===== src/rtl/z80_mcycle_memwr.sv =====
// Z80 memory-write M-cycle sequencer: T1-T2-(TW*)-T3 with registered bus outputs.
// Define Z80_MCYCLE_WAIT_EN to honour wait_n; otherwise wait_n is ignored and every cycle is T1-T2-T3.
module z80_mcycle_memwr (
    input  logic        clk,
    input  logic        reset,
    input  logic        start,
    input  logic [15:0] addr,
    input  logic [7:0]  wdata,
    input  logic        wait_n,
    output logic [15:0] bus_addr,
    output logic [7:0]  bus_data,
    output logic        bus_data_oe,
    output logic        mreq_n,
    output logic        wr_n,
    output logic        busy,
    output logic        done,
    output logic [3:0]  tcycles
);

    localparam int unsigned TC_W = 4;

    localparam logic [2:0] S_IDLE = 3'd0;
    localparam logic [2:0] S_T1   = 3'd1;
    localparam logic [2:0] S_T2   = 3'd2;
    localparam logic [2:0] S_TW   = 3'd3;
    localparam logic [2:0] S_T3   = 3'd4;

    localparam logic [TC_W-1:0] TC_BASE = TC_W'(3);
    localparam logic [TC_W-1:0] TC_MAX  = TC_W'(15);

    logic [2:0]      state;
    logic [2:0]      state_nxt;
    logic [TC_W-1:0] tcnt;
    logic [TC_W-1:0] tcnt_nxt;
    logic            accept;
    logic            wait_req;

`ifdef Z80_MCYCLE_WAIT_EN
    assign wait_req = ~wait_n;
`else
    logic unused_wait_n;
    assign unused_wait_n = wait_n;
    assign wait_req      = 1'b0;
`endif

    // Next-state and T-state count; tcnt starts at 3 and counts each wait state.
    always_comb begin
        state_nxt = state;
        tcnt_nxt  = tcnt;
        accept    = 1'b0;
        case (state)
            S_IDLE: begin
                if (start) begin
                    state_nxt = S_T1;
                    tcnt_nxt  = TC_BASE;
                    accept    = 1'b1;
                end
            end
            S_T1: state_nxt = S_T2;
            S_T2, S_TW: begin
                if (wait_req) begin
                    state_nxt = S_TW;
                    tcnt_nxt  = (tcnt == TC_MAX) ? tcnt : tcnt + TC_W'(1);
                end else begin
                    state_nxt = S_T3;
                end
            end
            S_T3:    state_nxt = S_IDLE;
            default: state_nxt = S_IDLE;
        endcase
    end

    // State register.
    always_ff @(posedge clk or posedge reset) begin
        if (reset) begin
            state <= S_IDLE;
            tcnt  <= '0;
        end else begin
            state <= state_nxt;
            tcnt  <= tcnt_nxt;
        end
    end

    // Bus strobes are registered from the next state so they line up with it.
    always_ff @(posedge clk or posedge reset) begin
        if (reset) begin
            bus_addr    <= 16'h0000;
            bus_data    <= 8'h00;
            bus_data_oe <= 1'b0;
            mreq_n      <= 1'b1;
            wr_n        <= 1'b1;
            busy        <= 1'b0;
            done        <= 1'b0;
            tcycles     <= '0;
        end else begin
            if (accept) begin
                bus_addr <= addr;
                bus_data <= wdata;
            end
            bus_data_oe <= (state_nxt != S_IDLE);
            mreq_n      <= (state_nxt == S_IDLE);
            wr_n        <= !((state_nxt == S_T2) || (state_nxt == S_TW));
            busy        <= (state_nxt != S_IDLE);
            done        <= (state == S_T3);
            if (state == S_T3) begin
                tcycles <= tcnt;
            end
        end
    end

endmodule


===== config.mk =====
export PLATFORM = sky130hd
export DESIGN_NAME = z80_mcycle_memwr
export DESIGN_NICKNAME = d
export VERILOG_FILES = /design/src/rtl/z80_mcycle_memwr.sv
export SDC_FILE = /design/constraint.sdc
export NUM_CORES = 1
export LEC_CHECK = 0
export ABC_CLOCK_PERIOD_IN_PS = 4510
export CAP_MARGIN = 30
export CORE_UTILIZATION = 42
export DETAILED_ROUTE_END_ITERATION = 6
export MAX_ROUTING_LAYER = met4
export PLACE_DENSITY = 0.82
export SLEW_MARGIN = 20
export SYNTH_ARGS = -nofsm -noshare
export SYNTH_HDL_FRONTEND = slang
export SYNTH_SLANG_ARGS = --single-unit

===== constraint.sdc =====
create_clock -name clk -period 4.51 [get_ports clk]
set_input_delay 0.451 -clock clk [delete_from_list [all_inputs] [get_ports clk]]
set_output_delay 0.451 -clock clk [all_outputs]
set_load 0.03 [all_outputs]

After elaboration in Yosys (flattened, before gate mapping)
Cells that the tools add are included.

cells by class
  equality and inequality tests = 6
  muxes and demuxes = 4
  reductions and logical operators = 7

operator list
  kind                                           count
  == test 3 x 2 -> 1 bit, second input constant  4
  one-hot mux 3 bit (3 select lines)             1
  zero test 3 bit                                2
  == test 3 x 1 -> 1 bit, second input constant  1
  == test 3 bit, second input constant           1
  two-way mux 3 bit                              1
  nonzero test 3 bit                             1
  two-way mux 1 bit                              2
  AND reduction 2 bit                            1
  OR reduction 2 bit                             1
  zero test 1 bit                                1
  logical OR 1 bit                               1

storage, ports and cells
  register bits = 33
  word-level logic and storage cells = 26

Depth between registers and ports, before layout
  depth in word-level cells = 6
  mapped depth = 3
  gate-level depth less buffers = 2

Least setup slack after synthesis
No wires, ideal clock.

  path kind = register to register
  from = register state[0]
  to = register bus_addr[0]
  library setup time = 0.125 ns
  arrival = 1.446 ns
  required time = 4.385 ns
  slack = 2.939 ns
  stages on the path, launching flop included = 4
  cell sequence = dfrtp_1 > nor4b_4 > buf_6 > mux2_2

on the way
  word-level cells in the longest chain between the ends = 2

RTL lines
  item                      line  RTL
  start: declaration        31    logic [2:0] state;
  start signal: assignment  79    state <= state_nxt;
  zero test 3 bit           51    case (state)
  two-way mux 1 bit         51
  end signal: assignment    97    bus_addr <= addr;
  end: declaration          10    output logic [15:0] bus_addr,

No other way between the ends.
A chain may end at the register's enable or synchronous reset.

Worst setup path after layout
  from = register mreq_n
  to = output port mreq_n

RTL lines
  item                      line  RTL
  start: declaration        13    output logic mreq_n,
  start signal: assignment  101   mreq_n <= (state_nxt == S_IDLE);

No word-level cell between the ends.

==> impl_metrics.tcl <==
set metrics [dict create \
    status "complete, no violations" \
    crit_family "buffers and inverters" \
    hold_viol_final 0 \
    io_buffers 57 \
    largest_register "bus_addr" \
    hold_buffers 0 \
    drc 0 \
    max_freq_mhz 513 \
    htreeDepth 2 \
    crit_chain "clkdlybuf4s50_1" \
    wire_per_inst_um 13.8 \
    dp_cells 161 \
    grt.overflow.total 0 \
    cp.depth 1 \
    synth_top_area_share_pct 62.4 \
    cts_root_buffer "clkbuf_4" \
    numCtsBuffers 5 \
    start_util_pct 44.7 \
    clock_latency_ns 0.32 \
    skew_ns 0.00508 \
    cp_slowest_cell "clkdlybuf4s50_1" \
    synth_cell_types 16 \
    start_kind "flip-flop" \
    power.switching_mw 0.588 \
    synthFlopType "dfrtp_1" \
    path_clk_slew_ns 0.09 \
    ys_ff_latch 33 \
    dp_hpwl_um 1700 \
    setup_violations 0 \
    synth_area_leader_cell "dfrtp_1" \
    slew_violations 0 \
    powerDensity_nw_per_um2 794 \
    yosysMostFrequentCell "dfrtp_1" \
    cap_violations 0 \
    grt_pass1_wl_um 3930 \
    wl_um 2310 \
    worstSetupPathType "flip-flop to primary output" \
    cp-end-kind "primary output" \
    utilization_pct 67.3 \
    die-height_um 56.4 \
    reg2regPathDepth 3 \
    io_pins 61 \
    critPathMaxFanout 1 \
    syn_inst 76 \
    cts_resized 0 \
    grt_pass1_vias 881 \
    largest_registers "bus_addr (16), bus_data (8), state (3)" \
    vias 814 \
    core_area_sq_um 2780 \
    pwr-share-clk_pct 10.8 \
    clock-sinks 33 \
    internal-power_mw 0.899 \
    hold_class "flip-flop to flip-flop" \
    cts_tree "yes" \
    dieArea_sq_um 3180 \
    grtUsageTotal_pct 17.4 \
    vias_per_cell 4.85 \
    switching_share_pct 39.5 \
    cpPeakStageDelay_ns 0.66 \
    finalSetupTns_ns 0 \
    cp.required_ns 4.06 \
    instances_no_fill 168 \
    async_flop_share_pct 100 \
    ant_nets 0 \
    holdWs_ns 0.474 \
    cts_setup_buffers 0 \
    synth_enable_flop_cells 0 \
    synth_seq_area_share_pct 66.7 \
    p_leak_nw 0.779 \
    firstDrtPassIters 4 \
    layout-drive-gt1-share_pct 27.0 \
    nets 165 \
    holdPathStages 1 \
    syn_avg_cell_area_sq_um 16.3 \
    diodes 0 \
    clockBufferDepth 2 \
    synth_commonest_cells "dfrtp_1 (31), mux2_2 (24), buf_4 (4)" \
    rsz0062_at_grt "false" \
    yosysWarnings 0 \
    grt_start_max_net_pins 34 \
    period_minus_slack_ns 1.95 \
    seqPwrFrac_pct 35.1 \
    worstPathArrival_ns 1.50 \
    irDropWorstVdd_mv 0.575 \
    dieWidth_um 56.4 \
    drt_iter0_markers 9 \
    synth_area_sq_um 1240 \
    path_buf_inv 1 \
    place_congestion 0.744 \
    core.rowCount 19 \
    synthTopCellsByArea "dfrtp_1 (62%), mux2_2 (22%), dfstp_2 (4.2%)" \
    syn2layout_area_growth_pct 50.8 \
    finalCritPeriodShare_pct 43.3 \
    largest_reg_flops 16 \
    antenna_found_initial 0 \
    comb_power_share_pct 54.1 \
]
[power by group through the flow]
stage	Sequential (mW)	Combinational [mW]	Clock, mW
2_1_floorplan	0.780	0.240	0
3_3_place_gp	0.518	0.796	0
3_5_place_dp	0.530	0.811	0
4_1_cts	0.524	0.814	0.169
5_1_grt	0.543	0.841	0.183
6_report	0.521	0.804	0.161
[layer usage]
| layer | global-route usage (%) | vias up | part of all wire, % | wire, um |
|---|---|---|---|---|
| li1 | - | 377 | - | - |
| met1 | 19.8 | 382 | 39 | 912 |
| met2 | 25.7 | 50 | 47 | 1080 |
| met3 | 9.91 | 5 | 12 | 275 |
| met4 | 6.27 | 0 | 1.7 | 40 |
| met5 | - | - | 0 | 0 |
[placed cells by master (no fill, tap or decap)]
| cell | count |
|---|---|
| conb_1 | 2 |
| mux2_1 | 1 |
| clkdlybuf4s50_1 | 57 |
| nor3_1 | 1 |
| nor4b_4 | 1 |
| nand2_1 | 1 |
| dfstp_2 | 2 |
| clkbuf_4 | 5 |
| and2_1 | 1 |
| dfrtp_1 | 31 |
| mux2_2 | 24 |
| clkbuf_1 | 1 |
| clkbuf_8 | 1 |
| nor2_1 | 2 |
| nor3b_1 | 1 |
| inv_1 | 1 |
| or2_2 | 2 |
| buf_4 | 2 |
| nor2b_1 | 1 |
[cell type report]
cell class / count / area (sq um)
Timing Repair Buffer: 59 / 586
Multi-Input combinational cell: 37 / 362
Tap cell: 31 / 38.8
Inverter: 1 / 3.75
Fill cell: 205 / 908
Sequential cell: 33 / 828
Clock buffer: 7 / 55.1
[worst paths after layout]
check                         start     endpoint  slack [ns]
max in group asynchronous     reset       mreq_n        3.68
max                          mreq_n       mreq_n        2.56
min reg2reg                 tcnt[0]      tcnt[0]        0.47
min in group asynchronous     reset  bus_data[3]        0.51
max reg2reg                state[0]  bus_data[2]        2.92
min                         tcnt[0]      tcnt[0]        0.47
[metrics by stage]
step | setup slack [ns] | total power [mW] | cell area, sq um
3_5_place_dp | 2.51 | 1.34 | 1820
6_report | 2.56 | 1.49 | 1870
2_1_floorplan | 2.94 | 1.02 | 1250
3_3_place_gp | 2.55 | 1.31 | 1820
4_1_cts | 2.53 | 1.51 | 1870
5_1_grt | 2.49 | 1.57 | 1870
[cell families (layout without fill, tap and decap cells)]
kind of cell,count (synthesis),count (layout),share of synthesized area (%)
buf+inv,7,67,4.53
mux,25,25,22.7
other cells,1,2,0.302
simple gates,10,10,5.84
flops,33,33,66.7
Note: power is estimated with default switching activity, not from simulation.
